--- config.mk ---
export PLATFORM = sky130hd
export DESIGN_NAME = dense_128_weight_fetch
export DESIGN_NICKNAME = d
export VERILOG_FILES = /design/src/rtl/dense_128_weight_fetch.sv
export SDC_FILE = /design/constraint.sdc
export NUM_CORES = 1
export LEC_CHECK = 0
export BUFFER_PORTS_ARGS = -buffer_cell sky130_fd_sc_hd__buf_2
export CORE_MARGIN = 4
export CORE_UTILIZATION = 45
export CTS_CLUSTER_DIAMETER = 100
export DETAILED_ROUTE_END_ITERATION = 12
export GPL_ROUTABILITY_DRIVEN = 0
export PLACE_DENSITY = 0.66
export SYNTH_ARGS = -nofsm -noshare
export SYNTH_HDL_FRONTEND = slang
export SYNTH_SLANG_ARGS = --single-unit
--- constraint.sdc ---
create_clock -name clk -period 6.5 [get_ports clk]
set_clock_uncertainty 0.2 [all_clocks]
set_input_delay 0.325 -clock clk [delete_from_list [all_inputs] [get_ports clk]]
set_output_delay 0.325 -clock clk [all_outputs]
set_load 0.05 [all_outputs]
--- src/rtl/dense_128_weight_fetch.sv ---
`default_nettype none
// +--------------------------------------------------------------------------+
// | Module  : dense_128_weight_fetch                                         |
// | Purpose : Read-side master for the dense_128 weight BRAM. On start it    |
// |           issues sequential word reads from base_addr_i and streams them |
// |           to the MAC array over valid/ready. A credit check on issue and |
// |           a first-word-fall-through output FIFO absorb the BRAM read     |
// |           latency and consumer back-pressure without losing data.        |
// | Ports   : clk/rst           clock, synchronous active-high reset         |
// |           start_i           one-cycle request, sampled only when idle    |
// |           base_addr_i       16-byte aligned start byte address           |
// |           num_words_i       number of words to fetch                     |
// |           busy_o/done_o     burst in progress / one-cycle completion     |
// |           err_o             one-cycle pulse for a misaligned start       |
// |           bram_*            read-only BRAM port (we/din tied to zero)    |
// |           m_valid_o/m_ready_i/m_data_o/m_last_o   output word stream     |
// |           checksum_o        XOR-fold of streamed words                   |
// | Options : DENSE_FETCH_CHECKSUM_EN enables the checksum accumulator;      |
// |           without it checksum_o is tied to zero.                         |
// | Revision: 1.0  initial release                                           |
// +--------------------------------------------------------------------------+
module dense_128_weight_fetch #(
   parameter int ADDR_W     = 32,
   parameter int DATA_W     = 128,
   parameter int RD_LAT     = 2,
   parameter int FIFO_DEPTH = 4,
   parameter int CNT_W      = 16
) (
   input  logic                clk,
   input  logic                rst,
   input  logic                start_i,
   input  logic [ADDR_W-1:0]   base_addr_i,
   input  logic [CNT_W-1:0]    num_words_i,
   output logic                busy_o,
   output logic                done_o,
   output logic                err_o,
   output logic [ADDR_W-1:0]   bram_addr_o,
   output logic                bram_en_o,
   output logic [DATA_W/8-1:0] bram_we_o,
   output logic [DATA_W-1:0]   bram_din_o,
   input  logic [DATA_W-1:0]   bram_dout_i,
   output logic                m_valid_o,
   input  logic                m_ready_i,
   output logic [DATA_W-1:0]   m_data_o,
   output logic                m_last_o,
   output logic [31:0]         checksum_o
);

   localparam int PTR_W  = (FIFO_DEPTH > 1) ? $clog2(FIFO_DEPTH) : 1;
   localparam int FCNT_W = $clog2(FIFO_DEPTH + 1);
   localparam int OUT_W  = $clog2(FIFO_DEPTH + RD_LAT + 2) + 1;

   generate
      if (FIFO_DEPTH < RD_LAT + 2) begin : g_bad_depth
         $error("dense_128_weight_fetch: FIFO_DEPTH must be >= RD_LAT+2");
      end
      if (RD_LAT < 1 || RD_LAT > 3) begin : g_bad_lat
         $error("dense_128_weight_fetch: RD_LAT must be in 1..3");
      end
   endgenerate

   typedef enum logic [1:0] {
      S_IDLE  = 2'd0,
      S_FETCH = 2'd1,
      S_DRAIN = 2'd2,
      S_DONE  = 2'd3
   } state_t;

   state_t              state_q;
   logic                busy_q, done_q, err_q, bram_en_q;
   logic [ADDR_W-1:0]   bram_addr_q, base_q;
   logic [CNT_W-1:0]    num_q, issued_q, acc_q;
   logic [RD_LAT-1:0]   pipe_q;

   logic [DATA_W-1:0]   mem_q [FIFO_DEPTH];
   logic [PTR_W-1:0]    wr_ptr_q, rd_ptr_q;
   logic [FCNT_W-1:0]   fifo_cnt_q;

   logic                fifo_empty, tap, push, pop, fifo_pop, start_ok, en_d;
   logic [CNT_W-1:0]    issued_d;
   logic [OUT_W-1:0]    outstanding;

   // Tap of the valid pipe marks the cycle in which bram_dout_i carries a requested word.
   assign tap        = pipe_q[RD_LAT-1];
   assign fifo_empty = (fifo_cnt_q == '0);

   // Fall-through: with an empty FIFO the arriving BRAM word is presented directly.
   // If it is not taken it is written into the FIFO and re-presented from there next cycle.
   assign m_valid_o  = !fifo_empty || tap;
   assign m_data_o   = !fifo_empty ? mem_q[rd_ptr_q] : (tap ? bram_dout_i : '0);
   assign m_last_o   = m_valid_o && (acc_q == num_q - CNT_W'(1));
   assign pop        = m_valid_o && m_ready_i;
   assign fifo_pop   = pop && !fifo_empty;
   assign push       = tap && !(fifo_empty && m_ready_i);

   assign start_ok   = (state_q == S_IDLE) && start_i && (base_addr_i[3:0] == 4'd0);

   // Credits: every read on the wire, in the latency pipe or parked in the FIFO
   // holds a FIFO slot, so a stalled consumer can never overflow the FIFO.
   always_comb begin
      outstanding = OUT_W'(bram_en_q) + OUT_W'(fifo_cnt_q);
      for (int k = 0; k < RD_LAT; k++) begin
         outstanding = outstanding + OUT_W'(pipe_q[k]);
      end
   end

   assign en_d     = (state_q == S_FETCH) && (issued_q < num_q) &&
                     (outstanding < OUT_W'(FIFO_DEPTH));
   assign issued_d = issued_q + CNT_W'(en_d);

   always_ff @(posedge clk) begin
      if (rst) begin
         state_q     <= S_IDLE;
         busy_q      <= 1'b0;
         done_q      <= 1'b0;
         err_q       <= 1'b0;
         bram_en_q   <= 1'b0;
         bram_addr_q <= '0;
         base_q      <= '0;
         num_q       <= '0;
         issued_q    <= '0;
         acc_q       <= '0;
         pipe_q      <= '0;
      end else begin
         done_q    <= 1'b0;
         err_q     <= 1'b0;
         bram_en_q <= 1'b0;
         pipe_q[0] <= bram_en_q;
         for (int k = 1; k < RD_LAT; k++) begin
            pipe_q[k] <= pipe_q[k-1];
         end
         if (pop) begin
            acc_q <= acc_q + CNT_W'(1);
         end
         case (state_q)
            S_IDLE: begin
               if (start_i) begin
                  if (base_addr_i[3:0] != 4'd0) begin
                     err_q <= 1'b1;
                  end else if (num_words_i == '0) begin
                     state_q <= S_DONE;
                     done_q  <= 1'b1;
                  end else begin
                     // The first read goes out with the start: no credits are in use yet.
                     state_q     <= S_FETCH;
                     busy_q      <= 1'b1;
                     bram_en_q   <= 1'b1;
                     bram_addr_q <= base_addr_i;
                     base_q      <= base_addr_i;
                     num_q       <= num_words_i;
                     issued_q    <= CNT_W'(1);
                     acc_q       <= '0;
                  end
               end
            end
            S_FETCH: begin
               if (en_d) begin
                  bram_en_q   <= 1'b1;
                  bram_addr_q <= base_q + (ADDR_W'(issued_q) << 4);
                  issued_q    <= issued_d;
               end
               if (issued_d == num_q) begin
                  state_q <= S_DRAIN;
               end
            end
            S_DRAIN: begin
               if (pop && m_last_o) begin
                  state_q <= S_DONE;
                  busy_q  <= 1'b0;
                  done_q  <= 1'b1;
               end
            end
            default: begin
               state_q <= S_IDLE;
            end
         endcase
      end
   end

   always_ff @(posedge clk) begin
      if (push) begin
         mem_q[wr_ptr_q] <= bram_dout_i;
      end
   end

   always_ff @(posedge clk) begin
      if (rst) begin
         wr_ptr_q   <= '0;
         rd_ptr_q   <= '0;
         fifo_cnt_q <= '0;
      end else begin
         if (push) begin
            wr_ptr_q <= (wr_ptr_q == PTR_W'(FIFO_DEPTH - 1)) ? '0 : wr_ptr_q + PTR_W'(1);
         end
         if (fifo_pop) begin
            rd_ptr_q <= (rd_ptr_q == PTR_W'(FIFO_DEPTH - 1)) ? '0 : rd_ptr_q + PTR_W'(1);
         end
         fifo_cnt_q <= fifo_cnt_q + FCNT_W'(push) - FCNT_W'(fifo_pop);
      end
   end

`ifdef DENSE_FETCH_CHECKSUM_EN
   logic [31:0] fold;
   logic [31:0] checksum_q;

   always_comb begin
      fold = '0;
      for (int k = 0; k < DATA_W / 32; k++) begin
         fold = fold ^ m_data_o[k*32 +: 32];
      end
   end

   always_ff @(posedge clk) begin
      if (rst) begin
         checksum_q <= '0;
      end else if (start_ok) begin
         checksum_q <= '0;
      end else if (pop) begin
         checksum_q <= checksum_q ^ fold;
      end
   end

   assign checksum_o = checksum_q;
`else
   assign checksum_o = 32'h0;
`endif

   assign busy_o      = busy_q;
   assign done_o      = done_q;
   assign err_o       = err_q;
   assign bram_en_o   = bram_en_q;
   assign bram_addr_o = bram_addr_q;
   assign bram_we_o   = '0;
   assign bram_din_o  = '0;

endmodule
`default_nettype wire
==> results.ini, run 1 <==
[detailed_routing]
wl_met2_mm=38.0
vias=20004
ant_nets=0
wl_per_cell_um=20.8
route.detailed.drc=0
drt_iter0_markers=1633
drtPass1Iterations=7
dr.max_layer_used=met5
finalWirelength_mm=76.6
vias_per_cell=5.44
dr_wl_met3_mm=6.34
wl_met1_mm=30.0

[yosys]
yosys_register_bits=641
synth_top_cell_by_area=edfxtp_1
synth_edf_count=512
syn_area_per_cell_um2=13.0
seq_area_frac_synth_pct=61.1
synth_common_cells=edfxtp_1 (512), nand2_1 (408), buf_4 (177), nand3_1 (147), dfxtp_1 (129)
ys.flop_type=edfxtp_1
netlist-cell-type-count=76
syn_inst=2267
synth_area_leaders=edfxtp_1 (52%), mux4_2 (9.8%), dfxtp_1 (8.8%), nand2_1 (5.2%), buf_4 (4.5%)
yosysMostFrequentCell=edfxtp_1
synth_top_area_share_pct=52.3
synth-async-reset-ratio_pct=0
ys_warn_count=0
syn_area_um2=29400

[flow_run]
max-cap-violations=0

[sta]
rsz0062_at_grt=no
tns_ns=0
finalSetupViolCount=0
fmax_ghz=0.206
slew_viol_final=0
whs_ns=0.255
slew_headroom_pct=26.3
finalCritPeriodShare_pct=74.8
fin_crit_ns=4.86
worst_slew_pin_slew_ns=1.11
hold_violations=0

[critical_path]
worst-path-max-fanout=10
crit_type=reg2reg
r2r_setup_slack_ns=1.64
crit_path_start_kind=flop
cp.arrival_ns=5.15
cp.required_ns=6.79
cp-end-kind=flop

[floorplan]
start_util_pct=45.5
die-area_um2=69400
core_area_um2=64600
io_pins=522
die_height_um=263
rows=93
die_w_um=263

[power_and_ir_drop]
peakVddDrop_v=0.000306
cellLeakagePower_nw=13.4
power_density_nw_per_um2=362
power_mw=12.8

[clock_tree]
postCtsSetupBuffers=0
cts_max_path_buffers=3
cts.sink_count=641
clk-insertion-delay-late_ns=0.60
clk_pin_slew_ns=0.06
cts_root_buffer=clkbuf_16
htreeDepth=3
cts_tree=yes
cts_resized=0
cts_buffers=71

[finish]
seq_area_um2=18000
syn_to_final_growth_pct=20.3
final_area_um2=35300
multi_input_area_um2=10000
fin_nets=2996
fill_cells=5303
layout-drive-gt1-share_pct=22.1

[grt]
grt_max_degree=103
grt_pass1_wl_mm=119
antenna_found_initial=7
first_global_vias=20629
gr-total-overflow=0
grt_usage_pct=21.5

[place]
dpl.hpwl_mm=46.9
port_buffers=345
place_area_um2=31200

[min_path]
hold_class=reg2reg

[status]
status=finished, final reports clean

## flip-flops by register name, summed over array words and instances (netlist names), 2 cells and up, named ones only
register	flops
acc_q	16
base_q	32
bram_addr_o	32
fifo_cnt_q	3
issued_q	16
mem_q	512
num_q	16
pipe_q	2
rd_ptr_q	2
state_q	2
wr_ptr_q	2
## power by group
group / leakage, nW / switching, mW / internal [mW]
combinational: 6.68 / 3.42 / 1.06
clock: 1.05 / 1.62 / 2.14
sequential: 5.64 / 0.103 / 4.47
total: 13.4 / 5.14 / 7.66
## logic make-up after synthesis
kind of cell / Yosys count / share of synthesized area, %
xor gates and xnor gates: 67 / 2.00
DFF: 641 / 61.1
and+or+nand+nor: 753 / 11.7
adders and majority gates: 50 / 2.21
AOI/OAI and AO/OA: 251 / 5.57
buffers and inverters: 359 / 6.98
other: 1 / 0.0128
muxes: 145 / 10.4
## layer usage
| layer | vias up | GRT usage, % |
|---|---|---|
| li1 | 9039 | - |
| met1 | 9932 | 27.3 |
| met2 | 855 | 36.2 |
| met3 | 174 | 5.35 |
| met4 | 4 | 7.52 |
| met5 | - | 0 |
## stage by stage
step | instances | utilization, % | setup WS, ns
after floorplan | 2442 | - | 1.94
after global placement | 3356 | 48.4 | 1.74
after detailed placement | 3356 | 48.4 | 1.69
after CTS | 3674 | 54.7 | 1.65
after global routing | 3678 | 54.7 | 1.29
final | 3680 | 54.7 | 1.64
## cells in the final DEF, fill, tap and decap left out, types with 47 or more instances in the layout
cell	count
buf_2	344
a21oi_1	96
conb_1	176
ha_1	47
inv_1	50
mux4_2	128
dlygate4sd3_1	192
edfxtp_1	512
nor2_1	71
dfxtp_1	126
clkbuf_16	74
nand3_1	147
nand2_1	408
## final cells by class
class	count	share of cell area (%)
tap	855	3.03
antenna	6	0.0425
inverter	50	0.531
timing repair buffer	560	11.0
multi-input combinational	1442	28.4
clock buffer	94	5.54
clock inverter	32	0.627
sequential	641	50.8
## worst paths after layout
kind	from	to	depth (start not counted)
worst max-delay path	num_q[9]$_SDFFE_PP0P_	state_q[1]$_SDFFE_PP0P_	17
worst min-delay path	bram_addr_o[21]$_SDFFE_PP0P_	bram_addr_o[21]$_SDFFE_PP0P_	2
worst max register to register	num_q[9]$_SDFFE_PP0P_	state_q[1]$_SDFFE_PP0P_	17
worst min register to register	bram_addr_o[21]$_SDFFE_PP0P_	bram_addr_o[21]$_SDFFE_PP0P_	2
## critical path: stages, from the launching register on
cell	delay (ns)
dfxtp_1	0.47
inv_1	0.14
ha_1	0.33
a21o_1	0.16
a21o_1	0.16
a21oi_1	0.25
o211a_1	0.22
nor2_1	0.06
nor2_1	0.19
ha_1	0.27
and4_4	0.29
and2_1	0.37
nand4_1	0.16
a2111oi_2	0.40
o2111ai_1	0.16
o41a_1	0.48
a221o_1	0.30
mux2i_1	0.13
## repair_timing
action | CTS | global route
setup endpoints to repair | 0 | 0
hold buffers | 192 | 0
endpoints found under the hold margin | 594 | 0
No activity file was read; power rests on OpenSTA's default activity.
==> run 2, diff against run 1 <==
- PLACE_DENSITY: 0.66 -> 0.69
- clock period: 6.5 -> 4.1 ns (I/O delays scaled with it)
==> run 2 against run 1 <==
Against the previous run:
- hold slack got worse by 0.12 ns
- global-route usage about the same
- cell count increased by 1.9%
- routed wire length increased by 0.36%
- setup slack got worse by 1.5 ns
- utilization increased by 1.4 points
- die area unchanged
- first-iteration DRC count increased by 3.6%
- combinational power increased by 61%
- clock-buffer cell count decreased by 3
- non-clock buffer count increased by 65
- highest routed layer unchanged
==> results.ini, run 2 (synthesis gave the netlist of run 1 again) <==
[critical_path]
cp.arrival_ns=4.29  ; -0.86 ns
cp.required_ns=4.40  ; -2.39 ns
crit_type=reg2reg
worst-path-max-fanout=4  ; -6
r2r_setup_slack_ns=0.11  ; -1.53 ns
cp-end-kind=flop
crit_path_start_kind=flop

[clock_tree]
cts_tree=yes
htreeDepth=3  ; unchanged
cts.sink_count=641  ; unchanged
clk-insertion-delay-late_ns=0.62  ; +0.02 ns
clk_pin_slew_ns=0.06  ; about the same
cts_buffers=72  ; +1.4%
cts_root_buffer=clkbuf_16
cts_max_path_buffers=3  ; unchanged

[floorplan]
die_height_um=263  ; unchanged
core_area_um2=64600  ; unchanged
die_w_um=263  ; unchanged
io_pins=522  ; unchanged
die-area_um2=69400  ; unchanged
start_util_pct=45.5  ; unchanged
rows=93  ; unchanged

[finish]
layout_commonest_cell=edfxtp_1
multi_input_area_um2=10100  ; +1.0%
fill_cells=5144  ; -3.0%
seq_area_um2=18000  ; about the same
syn_to_final_growth_pct=23.5
fin_cells=3749  ; +1.9%
layout_common_cells=edfxtp_1 (512), nand2_1 (407), buf_2 (345), dlygate4sd3_1 (193), conb_1 (176)
top_register=mem_q
largest_reg_flops=512  ; unchanged
layout-drive-gt1-share_pct=24.8  ; +2.7 points
fin_nets=3062  ; +2.2%

[sta]
worst_slew_pin_slew_ns=1.05  ; -0.0561 ns
finalCritPeriodShare_pct=97.4  ; +23 points
slew_headroom_pct=29.8  ; +3.5 points
finalSetupViolCount=0  ; unchanged
fin_crit_ns=3.99  ; -0.869 ns
rsz0062_at_grt=yes
slew_viol_final=0  ; unchanged
fmax_ghz=0.250  ; +22%
hold_violations=0  ; unchanged

[place]
dpl.hpwl_mm=47.6  ; +1.5%
port_buffers=345  ; unchanged
dp.cells=3415  ; +1.8%

[min_path]
hold_class=in2reg

[flow_run]
max-cap-violations=0  ; unchanged

[status]
status=finished, final reports clean

[power_and_ir_drop]
cellLeakagePower_nw=13.8  ; +3.4%
power_mw=20.8  ; +62%
peakVddDrop_v=0.000655  ; +110%
power_density_nw_per_um2=574  ; +58%

[detailed_routing]
wl_per_cell_um=20.5  ; -1.5%
route.detailed.drc=0  ; unchanged
drtPass1Iterations=6  ; -1
drt_iter0_markers=1691  ; +3.6%
vias_per_cell=5.46  ; +0.46%
finalWirelength_mm=76.9  ; +0.36%
ant_nets=0  ; unchanged
vias=20472  ; +2.3%

[grt]
first_global_vias=20892  ; +1.3%
grt_max_degree=129  ; +25%
grt_usage_pct=21.5  ; about the same
antenna_found_initial=14  ; +7
grt_pass1_wl_mm=120  ; +0.67%
gr-total-overflow=0  ; unchanged

run 2: cell types whose count changed in the layout (fill, tap and decap cells not counted), sizes merged, moves of 2 or more:
cell / before / now
buf: 368 / 432
bufinv: 0 / 4
clkbuf: 94 / 91
clkinvlp: 5 / 8
diode: 6 / 9
clkinv: 23 / 21
run 2: layout make-up:
class                           count  share of cell area, %
Sequential cell                   641                   49.6
Multi-Input combinational cell   1442                   28.0
Timing Repair Buffer              625                   12.4
Clock buffer                       91                   5.29
Tap cell                          855                   2.95
Clock inverter                     36                   1.28
Inverter                           50                  0.524
Antenna cell                        9                 0.0621
run 2: report_power, final:
group | internal (mW) | switching (mW)
combinational | 1.75 | 5.46
sequential | 7.08 | 0.131
clock | 3.64 | 2.74
run 2: routing by layer:
metal	global-route usage [%]	vias to the layer above	part of all wire, %
met1	26.9	10117	38
met5	0	-	0.044
met3	5.40	206	8.3
met2	36.8	976	50
li1	-	9165	-
met4	7.15	8	3.4
run 2: final timing paths:
kind                          from                 endpoint  cells past startpoint
max reg2reg  num_q[9]$_SDFFE_PP0P_  state_q[1]$_SDFFE_PP0P_                     18
max          num_q[9]$_SDFFE_PP0P_  state_q[1]$_SDFFE_PP0P_                     18
min reg2reg   pipe_q[0]$_SDFF_PP0_     pipe_q[1]$_SDFF_PP0_                      2
min                bram_dout_i[30]   mem_q[1][30]$_DFFE_PP_                      2
run 2: repair_timing:
item                                    4_1_cts  5_1_grt
hold buffers                                193        0
endpoints found under the hold margin       598        0
endpoints found under the setup margin        2        2
pin swaps                                     2       19
setup buffers                                 1        4
gates resized for setup                       4       17
run 2: worst max-delay path: stages (launching register included):
cell and delay, ns:
dfxtp_4 0.36, inv_4 0.04, ha_4 0.21, a21o_1 0.18
a21o_1 0.17, a21oi_2 0.18, o211a_1 0.22, nor2_2 0.05
nor2_2 0.16, ha_2 0.24, buf_6 0.11, and2_1 0.14
a21oi_1 0.07, nand3b_1 0.21, a2111oi_4 0.37, o2111ai_2 0.18
o41a_1 0.37, a221o_1 0.30, mux2i_1 0.13
run 2: through the flow:
step / utilization, % / area, µm² / hold WS (ns) / setup WS, ns / setup TNS [ns]
global route: 56.2 / 36300 / 0.106 / -0.0916 / -0.155
global placement: 49.2 / 31800 / 0.227 / -0.0198 / -0.0198
finish: 56.2 / 36300 / 0.137 / 0.107 / 0
detailed placement: 49.2 / 31800 / 0.236 / -0.110 / -0.186
CTS: 55.9 / 36100 / 0.0798 / 0.00297 / 0
floorplan: - / 30000 / 0.104 / 0.0103 / 0
